`src/rtl/adapter_pkg.sv`:
```
// Shared types and helpers for the parametrised wide-to-narrow bus adapter.
// A slot is stored at the widest supported layout; narrower builds leave the upper bits at zero.
package adapter_pkg;

  localparam int unsigned MAX_IN_WIDTH = 32'd1024;
  localparam int unsigned REMAIN_W     = $clog2(MAX_IN_WIDTH + 32'd1);

  typedef struct packed {
    logic [MAX_IN_WIDTH-1:0] data;
    logic [REMAIN_W-1:0]     remain;
  } slot_t;

  function automatic int unsigned ratio(input int unsigned in_width, input int unsigned out_width);
    return in_width / out_width;
  endfunction

  function automatic int unsigned remain_width(input int unsigned r);
    return $clog2(r + 32'd1);
  endfunction

  function automatic int unsigned beats_clamp(input int unsigned length, input int unsigned r);
    return (length > r) ? r : length;
  endfunction

endpackage

```
`src/rtl/param_adapter_to_bus_if.sv`:
```
// Wide-in / narrow-out enqueue handshake bundle for param_adapter_to_bus.
// master = the adapter, slave = the producer plus bus environment.
interface param_adapter_to_bus_if #(
  parameter int unsigned IN_WIDTH  = 32'd128,
  parameter int unsigned OUT_WIDTH = 32'd32,
  parameter int unsigned LEN_WIDTH = 32'd16
);
  logic                 in_enq__ENA;
  logic [IN_WIDTH-1:0]  in_enq_v;
  logic [LEN_WIDTH-1:0] in_enq_length;
  logic                 in_enq__RDY;
  logic                 out_enq__ENA;
  logic [OUT_WIDTH-1:0] out_enq_v;
  logic                 out_enq_last;
  logic                 out_enq__RDY;

  modport master (
    input  in_enq__ENA, in_enq_v, in_enq_length,
    output in_enq__RDY,
    output out_enq__ENA, out_enq_v, out_enq_last,
    input  out_enq__RDY
  );

  modport slave (
    output in_enq__ENA, in_enq_v, in_enq_length,
    input  in_enq__RDY,
    input  out_enq__ENA, out_enq_v, out_enq_last,
    output out_enq__RDY
  );
endinterface

```
`src/rtl/adapter_slot.sv`:
```
// One message slot: shift buffer plus remaining-beat counter with load, clear and shift.
// Priority is load, then clear, then shift.
module adapter_slot
  import adapter_pkg::*;
#(
  parameter int unsigned IN_WIDTH  = 32'd128,
  parameter int unsigned OUT_WIDTH = 32'd32,
  parameter int unsigned RW        = 32'd3,
  parameter bit          MSB_FIRST = 1'b0
) (
  input  logic                 CLK,
  input  logic                 nRST,
  input  logic                 load,
  input  logic [IN_WIDTH-1:0]  load_data,
  input  logic [RW-1:0]        load_beats,
  input  logic                 clear,
  input  logic                 shift,
  output logic [IN_WIDTH-1:0]  data,
  output logic [RW-1:0]        remain,
  output logic [OUT_WIDTH-1:0] head
);

  slot_t               slot_r;
  slot_t               slot_n;
  logic [IN_WIDTH-1:0] cur_s;
  logic [IN_WIDTH-1:0] shifted_s;
  logic                unused_slot_s;

  assign cur_s         = slot_r.data[IN_WIDTH-1:0];
  assign data          = cur_s;
  assign remain        = slot_r.remain[RW-1:0];
  assign head          = MSB_FIRST ? cur_s[IN_WIDTH-1 -: OUT_WIDTH] : cur_s[OUT_WIDTH-1:0];
  // Consumed words leave at the output end; zeros enter at the far end.
  assign shifted_s     = MSB_FIRST ? (cur_s << OUT_WIDTH) : (cur_s >> OUT_WIDTH);
  assign unused_slot_s = ^slot_r;

  // Next-state selection for the slot contents.
  always_comb begin
    slot_n = slot_r;
    if (load) begin
      slot_n                      = '0;
      slot_n.data[IN_WIDTH-1:0]   = load_data;
      slot_n.remain[RW-1:0]       = load_beats;
    end else if (clear) begin
      slot_n = '0;
    end else if (shift) begin
      slot_n.data[IN_WIDTH-1:0] = shifted_s;
      slot_n.remain             = slot_r.remain - REMAIN_W'(1'b1);
    end else begin
      slot_n = slot_r;
    end
  end

  // Slot register with synchronous active-low reset.
  always_ff @(posedge CLK) begin
    if (!nRST) begin
      slot_r <= '0;
    end else begin
      slot_r <= slot_n;
    end
  end

endmodule

```
`src/rtl/param_adapter_to_bus.sv`:
```
// Parametrised wide-to-narrow serializer: one wide message in, up to IN_WIDTH/OUT_WIDTH beats out.
// Define ADAPTER_TO_BUS_PREFETCH_EN to add a next slot for bubble-free back-to-back messages.
module param_adapter_to_bus
  import adapter_pkg::*;
#(
  parameter int unsigned IN_WIDTH  = 32'd128,
  parameter int unsigned OUT_WIDTH = 32'd32,
  parameter int unsigned LEN_WIDTH = 32'd16,
  parameter bit          MSB_FIRST = 1'b0
) (
  input  logic                          CLK,
  input  logic                          nRST,
  param_adapter_to_bus_if.master        bus
);

  localparam int unsigned R  = ratio(IN_WIDTH, OUT_WIDTH);
  localparam int unsigned RW = remain_width(R);

  if (((IN_WIDTH % OUT_WIDTH) != 32'd0) || (R < 32'd2) ||
      (IN_WIDTH > MAX_IN_WIDTH) || (LEN_WIDTH > 32'd32)) begin : g_bad_cfg
    $error("param_adapter_to_bus: IN_WIDTH must be a multiple of OUT_WIDTH with a ratio of at least 2");
  end

  logic                 xfer_s;
  logic                 last_xfer_s;
  logic                 accept_s;
  logic                 live_s;
  logic                 in_rdy_s;
  logic [RW-1:0]        beats_s;
  logic [RW-1:0]        cur_remain_s;
  logic [OUT_WIDTH-1:0] cur_head_s;
  logic [IN_WIDTH-1:0]  unused_cur_data_s;
  logic                 cur_load_s;
  logic [IN_WIDTH-1:0]  cur_load_data_s;
  logic [RW-1:0]        cur_load_beats_s;

  assign xfer_s      = bus.out_enq__ENA & bus.out_enq__RDY;
  assign last_xfer_s = xfer_s & (cur_remain_s == RW'(1'b1));
  assign accept_s    = bus.in_enq__ENA & in_rdy_s;
  // Zero-length messages are consumed by the handshake but never reach a slot.
  assign live_s      = accept_s & (bus.in_enq_length != '0);
  assign beats_s     = RW'(beats_clamp(32'(bus.in_enq_length), R));

  assign bus.in_enq__RDY  = in_rdy_s;
  assign bus.out_enq__ENA = (cur_remain_s != '0);
  assign bus.out_enq_v    = cur_head_s;
  assign bus.out_enq_last = (cur_remain_s == RW'(1'b1));

`ifdef ADAPTER_TO_BUS_PREFETCH_EN
  logic [RW-1:0]        nxt_remain_s;
  logic [IN_WIDTH-1:0]  nxt_data_s;
  logic [OUT_WIDTH-1:0] unused_nxt_head_s;
  logic                 nvalid_s;
  logic                 promote_s;
  logic                 take_cur_s;
  logic                 nxt_load_s;
  logic                 nxt_clear_s;

  assign nvalid_s         = (nxt_remain_s != '0);
  assign in_rdy_s         = !nvalid_s;
  assign promote_s        = last_xfer_s & nvalid_s;
  // The current slot takes the new message only if nothing is queued ahead of it.
  assign take_cur_s       = live_s & ((cur_remain_s == '0) | (last_xfer_s & !nvalid_s));
  assign nxt_load_s       = live_s & !take_cur_s;
  assign nxt_clear_s      = promote_s & !nxt_load_s;
  assign cur_load_s       = take_cur_s | promote_s;
  assign cur_load_data_s  = promote_s ? nxt_data_s : bus.in_enq_v;
  assign cur_load_beats_s = promote_s ? nxt_remain_s : beats_s;

  adapter_slot #(
    .IN_WIDTH  (IN_WIDTH),
    .OUT_WIDTH (OUT_WIDTH),
    .RW        (RW),
    .MSB_FIRST (MSB_FIRST)
  ) u_next (
    .CLK        (CLK),
    .nRST       (nRST),
    .load       (nxt_load_s),
    .load_data  (bus.in_enq_v),
    .load_beats (beats_s),
    .clear      (nxt_clear_s),
    .shift      (1'b0),
    .data       (nxt_data_s),
    .remain     (nxt_remain_s),
    .head       (unused_nxt_head_s)
  );
`else
  assign in_rdy_s         = (cur_remain_s == '0);
  assign cur_load_s       = live_s;
  assign cur_load_data_s  = bus.in_enq_v;
  assign cur_load_beats_s = beats_s;
`endif

  adapter_slot #(
    .IN_WIDTH  (IN_WIDTH),
    .OUT_WIDTH (OUT_WIDTH),
    .RW        (RW),
    .MSB_FIRST (MSB_FIRST)
  ) u_cur (
    .CLK        (CLK),
    .nRST       (nRST),
    .load       (cur_load_s),
    .load_data  (cur_load_data_s),
    .load_beats (cur_load_beats_s),
    .clear      (1'b0),
    .shift      (xfer_s),
    .data       (unused_cur_data_s),
    .remain     (cur_remain_s),
    .head       (cur_head_s)
  );

endmodule

```
`src/flat_wrapper.sv`:
```
// flat-port wrapper written by rule: the top's interface ports become plain ports
module param_adapter_to_bus_flat import adapter_pkg::*;
#(
  parameter int unsigned IN_WIDTH  = 32'd128,
  parameter int unsigned OUT_WIDTH = 32'd32,
  parameter int unsigned LEN_WIDTH = 32'd16,
  parameter bit          MSB_FIRST = 1'b0
)
  (CLK, nRST, bus_in_enq__ENA, bus_in_enq_v, bus_in_enq_length, bus_in_enq__RDY, bus_out_enq__ENA, bus_out_enq_v, bus_out_enq_last, bus_out_enq__RDY);
  param_adapter_to_bus_if #(.IN_WIDTH(IN_WIDTH), .OUT_WIDTH(OUT_WIDTH), .LEN_WIDTH(LEN_WIDTH)) bus_i ();
  input  logic CLK;
  input  logic nRST;
  input wire logic [$bits(bus_i.in_enq__ENA)-1:0] bus_in_enq__ENA;
  input wire logic [$bits(bus_i.in_enq_v)-1:0] bus_in_enq_v;
  input wire logic [$bits(bus_i.in_enq_length)-1:0] bus_in_enq_length;
  output wire logic [$bits(bus_i.in_enq__RDY)-1:0] bus_in_enq__RDY;
  output wire logic [$bits(bus_i.out_enq__ENA)-1:0] bus_out_enq__ENA;
  output wire logic [$bits(bus_i.out_enq_v)-1:0] bus_out_enq_v;
  output wire logic [$bits(bus_i.out_enq_last)-1:0] bus_out_enq_last;
  input wire logic [$bits(bus_i.out_enq__RDY)-1:0] bus_out_enq__RDY;
  assign bus_i.in_enq__ENA = bus_in_enq__ENA;
  assign bus_i.in_enq_v = bus_in_enq_v;
  assign bus_i.in_enq_length = bus_in_enq_length;
  assign bus_in_enq__RDY = bus_i.in_enq__RDY;
  assign bus_out_enq__ENA = bus_i.out_enq__ENA;
  assign bus_out_enq_v = bus_i.out_enq_v;
  assign bus_out_enq_last = bus_i.out_enq_last;
  assign bus_i.out_enq__RDY = bus_out_enq__RDY;
  param_adapter_to_bus #(.IN_WIDTH(IN_WIDTH), .OUT_WIDTH(OUT_WIDTH), .LEN_WIDTH(LEN_WIDTH), .MSB_FIRST(MSB_FIRST)) u_core (.CLK(CLK), .nRST(nRST), .bus(bus_i));
endmodule
```
`config.mk`:
```
export PLATFORM = sky130hd
export DESIGN_NAME = param_adapter_to_bus_flat
export DESIGN_NICKNAME = d
export VERILOG_FILES = /design/src/rtl/adapter_pkg.sv /design/src/rtl/param_adapter_to_bus_if.sv /design/src/rtl/adapter_slot.sv /design/src/rtl/param_adapter_to_bus.sv /design/src/flat_wrapper.sv
export SDC_FILE = /design/constraint.sdc
export NUM_CORES = 1
export LEC_CHECK = 0
export BUFFER_PORTS_ARGS = -buffer_cell sky130_fd_sc_hd__buf_2
export CORE_MARGIN = 5
export CORE_UTILIZATION = 54
export CTS_BUF_LIST = sky130_fd_sc_hd__clkbuf_4 sky130_fd_sc_hd__clkbuf_8
export DETAILED_ROUTE_END_ITERATION = 16
export GPL_TIMING_DRIVEN = 0
export PLACE_DENSITY = 0.83
export REMOVE_ABC_BUFFERS = 1
export SYNTH_ARGS = -nofsm -noshare
export SYNTH_HDL_FRONTEND = slang
export SYNTH_SLANG_ARGS = --single-unit
export TNS_END_PERCENT = 1
```
`constraint.sdc`:
```
create_clock -name CLK -period 2.45 [get_ports CLK]
set_input_delay 0.49 -clock CLK [delete_from_list [all_inputs] [get_ports CLK]]
set_output_delay 0.49 -clock CLK [all_outputs]
set_load 0.005 [all_outputs]
```
---- Word level (Yosys, flattened, before mapping) ----
Cells that the tools add are included.
storage, ports and cells
  memories kept ........................... 0
  bits in writable memories ............... 0
  latch bits .............................. 0
  output and inout port bits .............. 35
  bits in read-only memories .............. 0
  bits of input ports ..................... 148
  logic and storage cells ................. 18
  register bits after elaboration ......... 139
cells by class
  magnitude comparators ................... 1
  shift operators ......................... 0
  $add $sub $neg .......................... 1
  $mul .................................... 0
  equality and inequality tests ........... 1
  reductions and logical operators ........ 5
  muxes and demuxes ....................... 3
  div/mod/pow operators ................... 0
  bitwise operators ....................... 4
operators by type and width
  cell                     number
  $mux W139                2
  $gt A16 B3 Y1 const B    1
  $reduce_bool A16 Y1      1
  $sub A11 B1 Y11 const B  1
  $and A1 B1 Y1            3
  $eq A3 B1 Y1 const B     1
  $logic_not A3 Y1         1
  $mux W3                  1
  $reduce_bool A3 Y1       1
  $reduce_bool A2 Y1       1
  $reduce_or A2 Y1         1
  $not A1 Y1               1

---- Longest topological paths before layout ----
  depth in word-level cells ............... 4
  depth in mapped cells ................... 11
  gate-level depth less buffers ........... 7

---- Modules after synthesis ----
From an unflattened synthesis, not the netlist that was laid out.
second synthesis, totals
  cells, all modules ...................... 709
  area total of the unflattened synthesis .. 5,620.4 µm²
by module, submodules not included
  module                cells each  instances  area an instance (µm²)
  adapter_slot          694         1          5,515.3
  param_adapter_to_bus  15          1          105.1

---- Least setup slack after synthesis ----
No wires, ideal clock.
  path kind ............................... input -> register
  from .................................... input port bus_in_enq_length[9]
  to ...................................... register u_core.u_cur.slot_r (netlist bit u_core.u_cur.data[65])
  path slack .............................. 0.320 ns
  data arrival time ....................... 1.996 ns
  stages on the path ...................... 7
  setup time .............................. 0.133 ns
  cell sequence ........................... or4_1 > nor4_4 > nand2b_1 > buf_4 > buf_4 > buf_4 > a311oi_1
between the ends
  word-level cells in the longest chain between the ends .. 3
  elaborated cells on any way between the ends .. 4
  those cells by class .................... mux (1); bitwise (1); reduce/logical (2)
ends and longest elaborated chain
  what                                             line                        RTL
  start, declared                                  flat_wrapper.sv:15          input wire logic [$bits(bus_i.in_enq_length)-1:0] bus_in_enq_length;
  $reduce_bool A16 Y1 *                            param_adapter_to_bus.sv:41  assign live_s = accept_s & (bus.in_enq_length != '0);
  $and A1 B1 Y1 *                                  param_adapter_to_bus.sv:41
  $mux W139 or $reduce_bool A2 Y1 (tied branches)  --
  end signal, assigned                             adapter_slot.sv:59          slot_r <= slot_n;
  end, declared                                    adapter_slot.sv:23          slot_t slot_r;
Mark *: on every way between the ends. The rest lies on a longest branch, timed or not.
A chain may end at the register's enable or synchronous reset.

---- Worst setup path in the final report ----
  from .................................... register u_core.u_cur.slot_r (netlist bit u_core.u_cur.remain[1])
  to ...................................... register u_core.u_cur.slot_r (netlist bit u_core.u_cur.data[86])
between the ends
  word-level cells in the longest chain between the ends .. 4
  elaborated cells on any way between the ends .. 7
  those cells by class .................... mux (1); bitwise (3); reduce/logical (3)
ends and longest elaborated chain
  what                                             line                        RTL
  $logic_not A3 Y1                                 param_adapter_to_bus.sv:88  assign in_rdy_s = (cur_remain_s == '0);
  $and A1 B1 Y1                                    param_adapter_to_bus.sv:39  assign accept_s = bus.in_enq__ENA & in_rdy_s;
  $and A1 B1 Y1                                    param_adapter_to_bus.sv:41
  $mux W139 or $reduce_bool A2 Y1 (tied branches)  --
Parallel ways exist; a longest one is shown, timed or not.

==> flow_metrics.py <==
metrics = {
    "clock_network": {
        "clk_pin_slew_ns": 0.08,
        "cts_made_buffers": 17,
        "clkLatencyLatePin_ns": 0.43,
        "cts.htree.levels": 4,
        "clockBufferDepth": 2,
        "cts_sinks": 131,
        "cts_tree": "done",
        "root_buffer": "clkbuf_8",
    },
    "synthesis": {
        "synth_top_area_share_pct": 42.8,
        "yosysSeqAreaShare_pct": 42.8,
        "yosys.area.top_type": "dfxtp_1",
        "yosysWarnings": 0,
        "synth_cell_types": 32,
        "synth_area_sq_um": 6120,
        "synth_area_per_cell_sq_um": 7.99,
        "synth_cells": 766,
        "synthTopCellsByArea": "dfxtp_1 (43%), nand2_1 (14%), a311oi_1 (14%), nor3_1 (7.8%), buf_4 (5.6%)",
        "synth_seq_cells": 131,
    },
    "grt": {
        "grt_first_pass_wirelength_mm": 26.6,
        "grt_start_max_net_pins": 85,
        "grt_use_total_pct": 23.9,
        "grt_pass1_vias": 5819,
        "antenna_found_initial": 2,
        "grt_overflow": 0,
    },
    "detailed_routing": {
        "final_antenna_net_count": 0,
        "firstDrtPassIters": 5,
        "wl_per_cell_um": 16.5,
        "num_vias": 6114,
        "drt_iter0_markers": 640,
        "routed_wl_mm": 16.9,
        "drc": 0,
        "vias_per_cell": 5.99,
    },
    "layout": {
        "nFillCells": 917,
        "layout_commonest_cell": "nand2_1",
        "layout.nets": 1018,
        "regArea_sq_um": 2620,
        "multi_input_area_sq_um": 2900,
        "layout_common_cells": "nand2_1 (224), buf_2 (182), dfxtp_1 (131), nor3_1 (96), a311oi_1 (96)",
        "area_growth_syn_to_layout_pct": 20.2,
        "drive_gt1_share_pct": 27.3,
        "fin_cells": 1021,
    },
    "critical_path": {
        "cp.arrival_ns": 2.63,
        "critical_path_class": "reg2reg",
        "cp_max_fo": 42,
        "worst_setup_path_end_kind": "register",
        "startpoint_type": "register",
        "crit_required_ns": 2.74,
    },
    "timing": {
        "setup_viol": 0,
        "max_freq_mhz": 428,
        "finalMaxSlewViolations": 0,
        "clock-skew-final_ns": 0.0124,
        "final_hold_viol_count": 0,
        "max-slew-margin-rel_pct": 17.0,
        "postLayoutSetupSlackWorst_ns": 0.116,
        "final.setup.tns_ns": 0,
        "hold_ws_ns": 0.289,
        "fin_crit_ns": 2.33,
        "period_share_pct": 95.3,
        "tightest_slew_ns": 1.25,
    },
    "power": {
        "leakagePower_nw": 2.80,
        "p_per_area_nw_per_um2": 886,
        "peakVddDrop_v": 0.000788,
        "total_power_mw": 6.52,
    },
    "hold_path": {
        "hp-class": "in2reg",
    },
    "floorplanning": {
        "start_util_pct": 55.8,
        "io_pins": 183,
        "rows": 38,
        "die-area_sq_um": 13600,
        "die_h_um": 116,
        "core_sq_um": 11000,
        "die_x_um": 116,
    },
    "placement": {
        "post-place-ws_ns": -0.928,
        "dp.cells": 983,
        "place_congestion": 0.748,
        "dp_hpwl_mm": 9.95,
        "port_buffers": 182,
    },
    "job": {
        "max_cap_violations": 0,
    },
    "run_status": {
        "status": "completed",
    },
}
through the flow:
stage / cell area (sq um) / utilization (%)
after floorplan: 5490 / -
after global placement: 6580 / 59.9
after detailed placement: 6830 / 62.2
after CTS: 7310 / 66.5
after global routing: 7360 / 67.0
final: 7360 / 67.0
repair_timing:
action,CTS,global route
pin swaps,1,2
endpoints found under the setup margin,128,86
resized for setup,0,2
hold buffers,0,0
cloned,0,2
setup buffers,2,1
endpoints found under the hold margin,0,0
metal layers:
layer / vias to the layer above / GRT usage (%) / wire, um
met4: 4 / 6.65 / 159
met2: 232 / 39.7 / 8080
met5: - / 0 / 19
met1: 2900 / 30.5 / 7280
met3: 22 / 6.58 / 1350
li1: 2956 / - / -
layout make-up:
cell class,instances,share of cell area [%]
Antenna cell,1,0.0340
Clock buffer,21,3.93
Clock inverter,11,2.38
Inverter,4,0.238
Multi-Input combinational cell,515,39.4
Sequential cell,131,35.6
Tap cell,140,2.38
Timing Repair Buffer,198,16.1
worst max-delay path: stages, from the launching register on:
cell and delay [ns]:
dfxtp_1 0.38, inv_1 0.10, ha_1 0.18, nand2b_1 0.26, inv_1 0.20, and2_2 0.31, nand2b_4 0.31, clkbuf_16 0.32
a311oi_1 0.11
kinds of logic (layout without fill, tap and decap cells):
group	after synthesis	in the layout	synth area share, %
buf+inv	121	234	10.6
compound gates	168	168	21.8
simple gates	343	344	24.2
other cells	0	1	0
flops	131	131	42.8
fa+ha+maj	3	3	0.613
worst paths after layout:
kind,start,to,slack (ns),depth (start not counted)
worst max-delay path,u_core.u_cur.remain[1],u_core.u_cur.data[86],0.12,8
worst min-delay path,bus_in_enq_v[115],u_core.u_cur.data[115],0.29,3
worst min register to register,u_core.u_cur.data[96],u_core.u_cur.data[96],0.47,2
worst max register to register,u_core.u_cur.remain[1],u_core.u_cur.data[86],0.12,8
flip-flops by register name (all words and copies together), names as in the netlist:
register,cells
u_core.u_cur.data,128
u_core.u_cur.remain,3
where the power goes:
part / total (mW) / internal [mW] / switching [mW] / leakage (nW)
Sequential: 2.74 / 2.54 / 0.201 / 1.08
Clock: 2.11 / 1.22 / 0.884 / 0.216
Combinational: 1.68 / 0.640 / 1.04 / 1.50
Total: 6.52 / 4.40 / 2.12 / 2.80
synth_stat cells:
cell and count:
nand3_1 4, nor4b_1 1, a21oi_1 2, and2_1 2
nor2b_1 1, or4_1 2, inv_1 3, nor2_1 2
buf_1 1, nor3_1 96, o21ai_0 30, buf_2 14
o221ai_1 1, nand2_1 226, or3_1 2, a21o_1 1
ha_1 3, nor4_1 2, nor4_4 1, dfxtp_1 131
nand2b_1 2, or4_4 2, clkbuf_1 54, a31oi_1 2
o21a_1 1, o21ai_1 2, clkbuf_2 2, buf_4 46
o2111ai_1 32, o2bb2ai_1 1, inv_2 1, a311oi_1 96
Note: power is estimated with default switching activity, not from simulation.
